**src/rtl/hazard_forward_unit.sv**
```systemverilog
// Shadows in-flight destinations to drive EX operand forwarding selects and load-use stalls.
// Selects registered, 1 cycle from ID; stall is combinational and holds PC and IF/ID for one cycle.
module hazard_forward_unit #(
  parameter int REG_ADDR_W = 5,
  parameter int CNT_W      = 16
) (
  input  logic                  clk,
  input  logic                  rst,
  input  logic                  id_valid,
  input  logic [REG_ADDR_W-1:0] id_rs1,
  input  logic [REG_ADDR_W-1:0] id_rs2,
  input  logic                  id_uses_rs1,
  input  logic                  id_uses_rs2,
  input  logic [REG_ADDR_W-1:0] id_rd,
  input  logic                  id_reg_write,
  input  logic                  id_is_load,
  input  logic                  flush,
  output logic                  stall,
  output logic [1:0]            fwd_a_sel,
  output logic [1:0]            fwd_b_sel,
  output logic [CNT_W-1:0]      stall_count
);

  typedef struct packed {
    logic [REG_ADDR_W-1:0] rd;
    logic                  wr;
    logic                  load;
  } ex_stage_t;

  typedef struct packed {
    logic [REG_ADDR_W-1:0] rd;
    logic                  wr;
  } dst_stage_t;

  // The WB slot never feeds a select, so only EX and MEM are shadowed.
  ex_stage_t  ex_q, ex_d;
  dst_stage_t mem_q;

  logic       ex_live, mem_live;
  logic       ex_hit_rs1, ex_hit_rs2;
  logic       bubble;
  logic [1:0] sel_a_d, sel_b_d;

  assign ex_live    = ex_q.wr && (ex_q.rd != '0);
  assign mem_live   = mem_q.wr && (mem_q.rd != '0);
  assign ex_hit_rs1 = id_uses_rs1 && ex_live && (id_rs1 == ex_q.rd);
  assign ex_hit_rs2 = id_uses_rs2 && ex_live && (id_rs2 == ex_q.rd);

  assign stall  = id_valid && !flush && ex_q.load && (ex_hit_rs1 || ex_hit_rs2);
  assign bubble = stall || flush || !id_valid;

  always_comb begin
    ex_d    = '0;
    sel_a_d = 2'b00;
    sel_b_d = 2'b00;
    if (!bubble) begin
      ex_d.rd   = id_rd;
      ex_d.wr   = id_reg_write;
      ex_d.load = id_is_load;
      // The younger producer (now in EX, next in MEM) takes priority.
      if (ex_hit_rs1)
        sel_a_d = 2'b01;
      else if (id_uses_rs1 && mem_live && (id_rs1 == mem_q.rd))
        sel_a_d = 2'b10;
      if (ex_hit_rs2)
        sel_b_d = 2'b01;
      else if (id_uses_rs2 && mem_live && (id_rs2 == mem_q.rd))
        sel_b_d = 2'b10;
    end
  end

  always_ff @(posedge clk or posedge rst) begin
    if (rst) begin
      ex_q      <= '0;
      mem_q     <= '0;
      fwd_a_sel <= 2'b00;
      fwd_b_sel <= 2'b00;
    end else begin
      ex_q      <= ex_d;
      mem_q.rd  <= ex_q.rd;
      mem_q.wr  <= ex_q.wr;
      fwd_a_sel <= sel_a_d;
      fwd_b_sel <= sel_b_d;
    end
  end

  always_ff @(posedge clk or posedge rst) begin
    if (rst)
      stall_count <= '0;
    else if (stall && (stall_count != '1))
      stall_count <= stall_count + CNT_W'(1);
  end

endmodule

```
**config.mk**
```make
export PLATFORM = sky130hd
export DESIGN_NAME = hazard_forward_unit
export DESIGN_NICKNAME = d
export VERILOG_FILES = /design/src/rtl/hazard_forward_unit.sv
export SDC_FILE = /design/constraint.sdc
export NUM_CORES = 1
export LEC_CHECK = 0
export ABC_AREA = 1
export CAP_MARGIN = 20
export CORE_MARGIN = 4
export CORE_UTILIZATION = 44
export CTS_CLUSTER_SIZE = 14
export DETAILED_ROUTE_END_ITERATION = 8
export MAX_ROUTING_LAYER = met4
export PLACE_DENSITY_LB_ADDON = 0.3
export SKIP_CTS_REPAIR_TIMING = 1
export SLEW_MARGIN = 25
export SYNTH_ARGS = -nofsm -noshare
export SYNTH_HDL_FRONTEND = slang
export SYNTH_SLANG_ARGS = --single-unit
```
**constraint.sdc**
```tcl
create_clock -name clk -period 2.2 [get_ports clk]
set_clock_uncertainty 0.2 [all_clocks]
set_input_delay 0.33 -clock clk [delete_from_list [all_inputs] [get_ports clk]]
set_output_delay 0.33 -clock clk [all_outputs]
set_load 0.05 [all_outputs]
```
# Yosys cells after proc, flatten, opt, wreduce, memory -nomap -nowiden
# Cells that the tools add are included.
word_totals:
  register_bits: 33
  in_bits: 23
  output_inout_bits: 21
  wordCells: 42
classes:
  n_addsub: 1
  n_eq_ne: 5
  mux: 7
  reduce_logical: 21
op_table:
  columns: ["operator", "count"]
  rows:
  - ["equality test 5 bit", 4]
  - ["adder 16 x 1 -> 16 bit, second input constant", 1]
  - ["!= test 16 bit, second input constant", 1]
  - ["logical AND 1 bit", 14]
  - ["2-to-1 mux 2 bit", 6]
  - ["nonzero test 5 bit", 2]
  - ["2-to-1 mux 7 bit", 1]
  - ["logical OR 1 bit", 3]
  - ["zero test 1 bit", 2]

# Logic depth before layout (Yosys ltp)
# Gate-level depths: netlist (run 1).
depth:
  word_depth: 9
  depth_mapped: 11
  ltp_nobuf: 10

# Worst setup path before layout (run 1)
# OpenSTA, ideal clock, no wires.
synth_timing:
  kind: "register to register"
  start: "register stall_count[0]"
  end: "register stall_count[14]"
  setup_time_ns: 0.120
  arrival_ns: 1.677
  t_required_ns: 1.880
  path_slack_ns: 0.203
  path_stages_with_launch: 9
  n_path_buf: 0
  synth_period_minus_slack_ns: 1.997
  cell_sequence: "dfrtp_1 ha_1 nand3_1 inv_1 nand3_2 nor3_1 nand3_1 nand2_1 nand2_1"
synth_between:
  elab_chain_len: 2
  word_cells_on_any_way: 3
  classes_between: "add/sub (1); eq/ne (1); reduce/logical (1)"
synth_rtl:
  columns: ["item", "line", "rtl"]
  rows:
  - ["start: declaration", "21", "output logic [CNT_W-1:0] stall_count"]
  - ["start signal: assignment", "91", "stall_count <= stall_count + CNT_W'(1);"]
  - ["branches (longest 2 deep; another with adder 16 x 1 -> 16 bit)", null, null]
# Several ways; the timed one is not identified.
# A chain may end at the register's enable or synchronous reset.

# Final worst setup path (run 1)
layout_timing:
  start: "register stall_count[4]"
  end: "output port stall_count[4]"
# No word-level cell between the ends.

==> flow_metrics.py, run 1 <==
metrics = {
    "clock_network": {
        "cts_tree": "yes",
        "cts.reportedPaths.clkPinSlew_ps": 70,
        "clkLatencyLatePin_ps": 280,
        "max-clock-path-buffers": 2,
        "numCtsBuffers": 5,
        "h-tree-depth": 2,
        "cts_root_buf": "clkbuf_8",
        "numClockSinks": 33,
    },
    "timing": {
        "slew_headroom": 0.658,
        "layout_min_cycle_time_ps": 2110,
        "rsz0062_at_grt": "false",
        "tns_ps": 0,
        "timing.fmax_mhz": 474,
        "drv_slew": 0,
        "finalCritPeriodShare": 0.959,
        "hold_violations": 0,
        "tightest_slew_ps": 511,
        "hold_ws_ps": 187,
        "setup_viol_count_final": 0,
    },
    "synthesis": {
        "async_reset_ff_frac": 1.00,
        "synth.avg_cell_area_sq_um": 7.41,
        "synth_area_leaders": "dfrtp_1 (42%), nand2_1 (13%), inv_1 (7.3%), nor2_1 (7.3%), nand4_1 (6.7%)",
        "synth.most_common_cell": "nand2_1",
        "syn-num-nets": 287,
        "syn_inst": 263,
        "synthTopCellsByCount": "nand2_1 (70), inv_1 (38), nor2_1 (38)",
        "synth_top_area_share": 0.424,
        "synth_edf_count": 0,
        "syn_area_sq_mm": 0.00195,
        "synth_top_area_cell": "dfrtp_1",
        "ys_seq_area_frac": 0.424,
        "synth_warnings": 0,
        "synth-main-ff-cell": "dfrtp_1",
        "ys_seq_elements": 33,
        "netlist-cell-type-count": 25,
    },
    "setup_path": {
        "critical_path_required_ps": 1670,
        "crit_fanout": 6,
        "arrival_ps": 1580,
        "worstSetupEndpointType": "output pin",
        "crit_type": "reg -> out",
        "critPathLaunchType": "flop",
        "path_buf_inv": 1,
        "path_cells": "clkdlybuf4s50_1",
        "slowest_delay_ps": 850,
        "slowest_stage": "clkdlybuf4s50_1",
        "critPathTopFamily": "buffers and inverters",
    },
    "place": {
        "dp_hpwl_um": 3270,
        "dpl_cell_area_sq_mm": 0.00250,
        "numPortBuffers": 43,
        "place.gp.congestion": 0.915,
    },
    "power_and_ir_drop": {
        "p_per_area_mw_per_mm2": 462,
        "total_power_mw": 1.21,
        "leakagePower_nw": 1.36,
        "vdd_ir_drop_max_v": 0.000208,
    },
    "floorplanning": {
        "die_area_sq_mm": 0.00556,
        "initial_utilization": 0.470,
        "pin_count": 44,
        "die-width_um": 74.6,
        "die_y_um": 74.6,
        "fp-row-count": 23,
        "core_area_sq_mm": 0.00414,
    },
    "finish": {
        "post-route-util": 0.632,
        "diodes": 0,
        "drive_above_1_share": 0.119,
        "area_growth_pct": 34.3,
        "nFillCells": 381,
        "fin_area_sq_mm": 0.00262,
        "nets": 342,
    },
    "job": {
        "drv_cap": 0,
    },
    "drt": {
        "wl_per_cell_um": 12.1,
        "num_vias": 1792,
        "drcViolationCount": 0,
        "antenna_left": 0,
        "via_per_inst": 4.87,
        "drt_first_pass_iters": 4,
        "routed_wl_um": 4470,
        "first_iter_violations": 84,
    },
    "status": {
        "outcome": "completed",
    },
    "global_route": {
        "antenna_found_initial": 0,
        "grt_max_degree": 34,
        "grt_pass1_vias": 1721,
        "grt_pass1_wl_um": 7720,
        "grt_overflow": 0,
        "grt_util_all_layers": 0.186,
    },
    "worst_hold_path": {
        "hold_class": "reg -> reg",
    },
}
-- worst paths after layout --
path | endpoint | slack [ps] | from | cells after the start
max | stall_count[4] | 90 | stall_count[4]$_DFFE_PP0P_ | 1
min | mem_q[0]$_DFF_PP0_ | 190 | ex_q[1]$_DFF_PP0_ | 0
max reg2reg | stall_count[2]$_DFFE_PP0P_ | 410 | ex_q[6]$_DFF_PP0_ | 11
min reg2reg | mem_q[0]$_DFF_PP0_ | 190 | ex_q[1]$_DFF_PP0_ | 0
max in group asynchronous | ex_q[6]$_DFF_PP0_ | 1240 | rst | 3
min in group asynchronous | mem_q[5]$_DFF_PP0_ | 240 | rst | 3
-- report_power, final --
part           total [mW]  switching (mW)  leakage, nW  internal (mW)
clock               0.461           0.213       0.0443          0.248
sequential          0.626          0.0102        0.453          0.616
combinational       0.123          0.0607        0.859         0.0620
total                1.21           0.284         1.36          0.926
-- sequential cells by signal, summed over array words and instances, names as in the netlist --
name         flops
ex_q             7
fwd_a_sel        2
fwd_b_sel        2
mem_q            6
stall_count     16
-- cells in the final DEF, fill, tap and decap left out --
master,count
nor3_4,1
a21oi_1,1
nor2_4,1
inv_1,36
clkbuf_1,1
nor3_1,2
and2_1,2
dfrtp_2,1
nand3_1,18
buf_4,9
inv_2,7
o21ai_1,2
ha_1,1
nand2_4,1
nand2_1,70
xnor2_1,4
dfrtp_1,32
nor2_2,3
xor2_1,11
dlymetal6s2s_1,9
nand3b_1,1
nand2_2,2
nand4_1,21
clkbuf_8,6
clkdlybuf4s50_1,33
nand3_2,4
buf_12,2
nor2_1,36
a21boi_2,1
-- layout make-up --
type	instances	area, sq um	share of cell area
Multi-Input combinational cell	182	930	0.355
Inverter	43	161	0.0617
Sequential cell	33	827	0.316
Timing Repair Buffer	53	551	0.210
Tap cell	50	62.6	0.0239
Clock buffer	7	86.3	0.0330
-- routing by layer --
metal,global-route usage,part of all wire
met4,0.0593,0.0081
met3,0.0378,0.046
met2,0.284,0.46
met1,0.247,0.49
met5,-,0
-- per-stage QoR --
step,instances,setup WS (ps)
final,368,89.3
after global routing,368,9.99
after CTS,368,-61.9
after detailed placement,361,-2.81
after global placement,361,18.3
after floorplan,263,203
-- cells by family after synthesis --
family,Yosys count,share of synthesized area
compound gates,4,0.0116
simple gates,162,0.387
flops,33,0.424
xor+xnor,15,0.0674
fa+ha+maj,1,0.00642
buf+inv,48,0.104
(Power assumes the default switching activity.)
==> run 2: changes to the inputs <==
--- a/config.mk
+++ b/config.mk
@@ -6,7 +6,7 @@
 export NUM_CORES = 1
 export LEC_CHECK = 0
 export ABC_AREA = 1
-export CAP_MARGIN = 20
+export ABC_CLOCK_PERIOD_IN_PS = 2200
 export CORE_MARGIN = 4
 export CORE_UTILIZATION = 44
 export CTS_CLUSTER_SIZE = 14
@@ -14,7 +14,7 @@
 export MAX_ROUTING_LAYER = met4
 export PLACE_DENSITY_LB_ADDON = 0.3
 export SKIP_CTS_REPAIR_TIMING = 1
-export SLEW_MARGIN = 25
+export SLEW_MARGIN = 20
 export SYNTH_ARGS = -nofsm -noshare
 export SYNTH_HDL_FRONTEND = slang
 export SYNTH_SLANG_ARGS = --single-unit
==> results of run 2 <==
The final DEF is identical to that of run 1; final timing and power are the same.
